### src/rtl/kbeckmann_01.sv
// Four-channel 8-bit PWM generator with a byte-wide register write port.
// Duty values are double-buffered and copied into the active set only at the phase wrap while running.
module kbeckmann_01 (
    input  logic       clk,
    input  logic       rst_n,
    input  logic       ena,
    input  logic [7:0] ui_in,
    input  logic [7:0] uio_in,
    output logic [7:0] uo_out,
    output logic [7:0] uio_out,
    output logic [7:0] uio_oe
);

    logic [7:0] duty [4];
    logic [7:0] act  [4];
    logic [7:0] prescale;
    logic [7:0] ctrl;
    logic [7:0] pc;
    logic [7:0] ph;
    logic [3:0] pwm;

    logic [2:0] addr;
    logic       strobe;
    logic       run;
    logic       tick;

    assign addr   = uio_in[2:0];
    assign strobe = uio_in[3];
    assign run    = ctrl[4];
    // ">=" so that lowering the prescaler below the current count ticks on the next edge.
    assign tick   = (pc >= prescale);

    always_ff @(posedge clk) begin
        if (rst_n) begin
            for (int i = 0; i < 4; i++) begin
                duty[i] <= 8'd0;
                act[i]  <= 8'd0;
            end
            prescale <= 8'd0;
            ctrl     <= 8'd0;
            pc       <= 8'd0;
            ph       <= 8'd0;
        end else if (ena) begin
            if (strobe) begin
                case (addr)
                    3'd0, 3'd1, 3'd2, 3'd3: duty[addr[1:0]] <= ui_in;
                    3'd4:                   prescale <= ui_in;
                    3'd5:                   ctrl <= ui_in;
                    default:                ;
                endcase
            end
            // Counting uses the pre-write RUN/P values of this same edge.
            if (run) begin
                if (tick) begin
                    pc <= 8'd0;
                    ph <= ph + 8'd1;
                    if (ph == 8'hFF) begin
                        for (int i = 0; i < 4; i++) act[i] <= duty[i];
                    end
                end else begin
                    pc <= pc + 8'd1;
                end
            end else begin
                for (int i = 0; i < 4; i++) act[i] <= duty[i];
            end
        end
    end

    always_comb begin
        pwm = 4'b0000;
        for (int i = 0; i < 4; i++) pwm[i] = ctrl[i] & (ph < act[i]);
    end

    assign uo_out  = {ph[7:4], pwm};
    assign uio_out = {ph[3:0], 4'b0000};
    assign uio_oe  = 8'hF0;

endmodule

### config.mk
export PLATFORM = sky130hd
export DESIGN_NAME = kbeckmann_01
export DESIGN_NICKNAME = d
export VERILOG_FILES = /design/src/rtl/kbeckmann_01.sv
export SDC_FILE = /design/constraint.sdc
export NUM_CORES = 1
export LEC_CHECK = 0
export CAP_MARGIN = 0
export CELL_PAD_IN_SITES_DETAIL_PLACEMENT = 2
export CELL_PAD_IN_SITES_GLOBAL_PLACEMENT = 2
export CORE_AREA = 2 2 110 112
export CTS_CLUSTER_SIZE = 12
export DETAILED_ROUTE_END_ITERATION = 6
export DIE_AREA = 0 0 112 114
export PLACE_DENSITY_LB_ADDON = 0.08
export RECOVER_POWER = 50
export SYNTH_ARGS = -nofsm -noshare
export SYNTH_HDL_FRONTEND = slang
export SYNTH_SLANG_ARGS = --single-unit
### constraint.sdc
create_clock -name clk -period 5.6 [get_ports clk]
set_input_delay 0.56 -clock clk [delete_from_list [all_inputs] [get_ports clk]]
set_output_delay 0.56 -clock clk [all_outputs]
set_load 0.05 [all_outputs]
[Word level (Yosys, flattened, before mapping)]
Memories as Yosys holds them, arrays and structs flattened.
Index checks and enable logic that the tools add are counted.
Cells by class
  add/subtract/negate cells: 2
  multipliers: 0
  div/mod/pow operators: 0
  magnitude comparators: 5
  equality and inequality tests: 6
  shifts and indexed selects: 0
  muxes and demuxes: 29
  bitwise gates (word level): 12
  reduce and logical (&&, ||, !) cells: 7
Operators with widths (count)
  2-to-1 mux 8 bit: 10
  < comparator 8 bit: 4
  2-to-1 mux 1 bit: 18
  adder 8 x 1 -> 8 bit (second input constant): 2
  AND reduction 3 bit: 3
  equality test 8 bit (second input constant): 1
  >= comparator 8 bit: 1
  bitwise OR 1 bit: 8
  OR reduction 8 bit: 1
  equality test 3 x 2 -> 1 bit (second input constant): 2
  equality test 3 bit (second input constant): 2
  AND 1 bit: 4
  OR reduction 4 bit: 1
  equality test 3 x 1 -> 1 bit (second input constant): 1
  zero test 3 bit: 1
  2-to-1 mux 2 bit: 1
  AND reduction 2 bit: 1
Storage, ports and cells
  register bits after elaboration: 29
  latch bits: 0
  memory bits (writable): 64
  bits in read-only memories: 0
  input bits: 19
  output and inout bits: 24
  memories: 2
Memories
  act: words 4, bits a word 8, read ports 4, clocked after memory_dff 0, write ports 4, line 15  | logic [7:0] act [4];
  duty: words 4, bits a word 8, read ports 4, clocked after memory_dff 0, write ports 4, line 14  | logic [7:0] duty [4];

[Depth between registers and ports, before layout]
  depth after elaboration: 9
  mapped depth: 8
  gate-level depth less buffers: 7

[Worst setup path after synthesis]
No wires, ideal clock.
  path type: register -> output
  start: register ph[1]
  end: output uo_out[0]
  arrival: 2.094 ns
  path slack: 2.946 ns
  stages on the path, launching flop included: 6
  buffers on the path: 0
  cell sequence: dfxtp_1 > ha_1 > a21o_1 > a21o_1 > a211oi_1 > o31a_1
Between the ends
  word-level cells in the longest chain between the ends: 2
RTL lines
  start, declared: line 19  | logic [7:0] ph;
  start signal, assigned: line 56  | ph <= ph + 8'd1;
  < comparator 8 bit: line 71  | for (int i = 0; i < 4; i++) pwm[i] = ctrl[i] & (ph < act[i]);
  AND 1 bit: line 71
  end, declared: line 9  | output logic [7:0] uo_out,
Every way passes these cells.

==> results.txt <==
- Post-route minimum period: 3.86 ns
- Max transition margin: -19.9%
* Power per Cell Area: 277 mW/mm^2
- Number of design-rule violations left by the first detailed-router iteration: 187
- The largest single stage delay on the critical path is 1.36 ns.
* Total Nets Final: 504
- Internal power comes to 1.15 mW.
- Number of clock sinks: 93
* Area enclosed by the die boundary: 0.0128 sq mm
- The slowest stage of the critical path is the sky130_fd_sc_hd__a211oi_1 cell.
- Buffers inserted to repair hold after CTS numbered 0.
- Peak supply drop: 0.000131 V
- WL final: 12,400 um
- Fill cells in the final layout number 1,231.
* Most common cell after layout, fill and taps aside: sky130_fd_sc_hd__edfxtp_1
- Along the worst hold path, the cell count comes to 2.
* Chain of cells forming the critical path: inv_1 > ha_1 > nand2b_1 > a2111o_1 > a211oi_1 > o21ai_4 > a21o_1
- CTS tree: done
- Top routing layer used: met4
- Worst clock skew on the final layout: 0.00781 ns
- Length of routed wiring on met1: 5220 um
- Data on the critical path arrives at its endpoint at 3.92 ns.
* Total congestion overflow after global routing: 0
- After synthesis the netlist holds a flip-flop and latch count of 93.
- Sequential power share: 52.4%
* Number of global-route vias before repair: 3,445
* Total half-perimeter wirelength after legalization and detailed placement: 8970 um
* Final Worst Setup Slack: 1.74 ns
* Fin Setup TNS: 0 ns
- Worst slack after detailed placement: 2.27 ns
* Combinational cell fraction of total power: 7.9%
* Yosys top cell area share: 40.0%
* Cell area after synthesis: 0.00480 sq mm
* Count of port buffers added during placement: 26
- Area Growth Syn to Fin: 11.7%
- Beginning of the critical path: pc[0]$_SDFFE_PP0P_
* Initial core utilization: 41.0%
* Category of the worst setup path launch point: flop
- For this run, the top clock speed supported by timing is 0.259 GHz.
- Power share of the clock group: 39.8%
* Total number of vias: 3,179
- The placed instances occupy a cell area of 0.00511 sq mm.
- Cells with a size suffix above 1 make up 5.75% of the layout.
- The path class of the tightest hold or removal check is reg -> reg.
* Root buf cell: sky130_fd_sc_hd__clkbuf_16
* Clk buf depth: 2
- Antenna violations before repair: 0
* Routability-driven placement congestion ratio: 0.731
- Of the synthesized area, sequential elements account for 52.1%.
- Switching Fraction: 22.7%
- In this run the vertical extent of the chip is 114 um.
- Yosys warning count: 0
* Worst min-delay path startpoint: prescale[3]$_SDFFE_PP0P_
- Before antenna repair, the detailed router went through 4 iterations.
- The floorplan step set the die width to 112 um.
- In the global route stage, overall resource usage came out at 20.5%.
- STA puts the critical path data required time at 5.66 ns.
* Start-to-end type of the worst setup path: reg -> reg
* Met3 WL post-DR: 269 um
- Counting flops with a built-in enable in the synthesized netlist gives 64.
- In this run the critical register-to-register path is launched from pc[0]$_SDFFE_PP0P_.
- Async set-reset flop share out of synthesis: 0%
- Synthesis produced 427 cells.
* Top area cells in the synthesized netlist: sky130_fd_sc_hd__edfxtp_1 40%, sky130_fd_sc_hd__dfxtp_1 12%, sky130_fd_sc_hd__ha_1 9.9%
* Number of failing hold endpoints at the final stage: 0
* Post-cts repair resize count: 0
- Largest net degree at the start of global routing: 41
- In this run the static leakage power is 2.23 nW.
- Average detailed-routed wire length per instance: 20.7 um
- Vias per cell: 5.31
* First-pass GRT wire length: 19,300 um
- After clock tree synthesis, the clock-pin slew on the worst setup and hold paths is 0.06 ns.
* Tightest Pin Transition: 1.79 ns
* Status: finished with violations
- Post-route cell area: 0.00536 sq mm
- In the synthesized netlist the dominant register cell turns out to be sky130_fd_sc_hd__edfxtp_1.
- Std-Cell Core Area: 0.0117 sq mm
- RSZ-0062 raised after global routing: false
- Once the clock tree was built, the setup fixing pass inserted 0 buffers.
- Clock latency at the later pin of the worst-skew pair: 0.35 ns
* Register-to-Register Path Depth: 7
- The top cell types in the final layout, fill and taps aside, are 64 x sky130_fd_sc_hd__edfxtp_1, 40 x sky130_fd_sc_hd__inv_1, 38 x sky130_fd_sc_hd__ha_1, 35 x sky130_fd_sc_hd__and3_1, 29 x sky130_fd_sc_hd__dfxtp_1.
- Floorplan row count: 40
- Count of inserted antenna diode cells: 0
- Total count of max-transition violations in the final report: 17
- STA classifies the critical path endpoint as a flop.
- Number of failing setup endpoints in the final timing report: 0
* Period utilization: 69.0%
* H-tree levels: 3
* I/O pin total: 43
- The final reports fail on capacitance limit, slew limit.
- Max-cap violations in this run came to 1.
- Sw power: 338 uW
* TritonCTS buffer count: 9
* Number of library cell types mapped by synthesis: 45
- In the routed design, unresolved DRC markers number 0.
* Number of nets with antenna violations after routing: 0
* Met2 wire length: 6630 um
- Summed over all instances, the cell type with the most area after synthesis is sky130_fd_sc_hd__edfxtp_1.
* Critical-path maximum fanout: 36
- A synthesized cell averages 11.2 sq um.
* Post-route total power: 1.49 mW
==> power groups by stage <==
| stage | sequential, mW | combinational (mW) | clock (mW) |
|---|---|---|---|
| floorplan | 0.789 | 0.0878 | 0 |
| global placement | 0.791 | 0.112 | 0 |
| detailed placement | 0.794 | 0.121 | 0 |
| CTS | 0.779 | 0.122 | 0.613 |
| global route | 0.781 | 0.130 | 0.635 |
| finish | 0.779 | 0.117 | 0.592 |
==> per-layer routing <==
| layer | up-vias | GRT usage (%) |
|---|---|---|
| li1 | 1536 | - |
| met1 | 1581 | 24.0 |
| met2 | 47 | 38.1 |
| met3 | 15 | 2.13 |
| met4 | 0 | 8.78 |
| met5 | - | 0 |
==> state kept, by name (all words and copies together), names as in the netlist <==
register	cells
prescale	8
pc	8
ctrl	5
ph	8
duty	32
act	32
==> cells by family (layout without fill, tap and decap cells) <==
family | Yosys count | count (layout) | synth area share, %
AND/OR/NAND/NOR | 140 | 140 | 17.0
AO/OA/AOI/OAI | 65 | 65 | 9.93
XOR/XNOR | 6 | 6 | 1.09
multiplexers | 13 | 13 | 2.71
buffers and inverters | 70 | 85 | 7.11
flip-flops | 93 | 93 | 52.1
other | 2 | 12 | 0.156
adder cells (fa/ha/maj) | 38 | 38 | 9.90
==> area by class of cell <==
cell class | count | area (sq um) | area share, %
inverter | 40 | 150 | 2.80
sequential | 93 | 2500 | 46.7
multi-input combinational | 274 | 1970 | 36.7
tap | 147 | 184 | 3.43
clock inverter | 5 | 51.3 | 0.957
timing repair buffer | 29 | 275 | 5.13
clock buffer | 11 | 233 | 4.34
==> stage by stage <==
step | cells | util (%) | hold slack (ns)
floorplan | 437 | - | 0.460
global placement | 583 | 43.7 | 0.477
detailed placement | 583 | 43.7 | 0.489
CTS | 599 | 46.1 | 0.507
global route | 599 | 45.8 | 0.530
finish | 599 | 45.8 | 0.497
==> cell usage after synthesis (5+ instances only) <==
master and instances:
sky130_fd_sc_hd__edfxtp_1 64, sky130_fd_sc_hd__inv_1 40, sky130_fd_sc_hd__ha_1 38, sky130_fd_sc_hd__and3_1 35, sky130_fd_sc_hd__dfxtp_1 29, sky130_fd_sc_hd__nor2_1 26
sky130_fd_sc_hd__and2_1 25, sky130_fd_sc_hd__a21o_1 18, sky130_fd_sc_hd__a21oi_1 15, sky130_fd_sc_hd__mux2i_1 13, sky130_fd_sc_hd__buf_4 12, sky130_fd_sc_hd__clkbuf_1 10
sky130_fd_sc_hd__nand2_1 9, sky130_fd_sc_hd__nand2b_1 8, sky130_fd_sc_hd__nand3_1 7, sky130_fd_sc_hd__and3_2 6, sky130_fd_sc_hd__a211oi_1 5, sky130_fd_sc_hd__o21ai_0 5
sky130_fd_sc_hd__o31ai_1 5
==> final timing paths <==
kind / slack, ns / end
max: 1.74 / act[0][7]$_DFFE_PP_
min reg2reg: 0.50 / prescale[3]$_SDFFE_PP0P_
min: 0.50 / prescale[3]$_SDFFE_PP0P_
max reg2reg: 1.74 / act[0][7]$_DFFE_PP_
==> critical path, delay by kind of cell (launching register included) <==
kind,cells,cell delay [ns]
compound gates,4,2.70
simple gates,1,0.14
buf+inv,1,0.06
flops,1,0.40
fa+ha+maj,1,0.26
No activity file was read; power rests on OpenSTA's default activity.
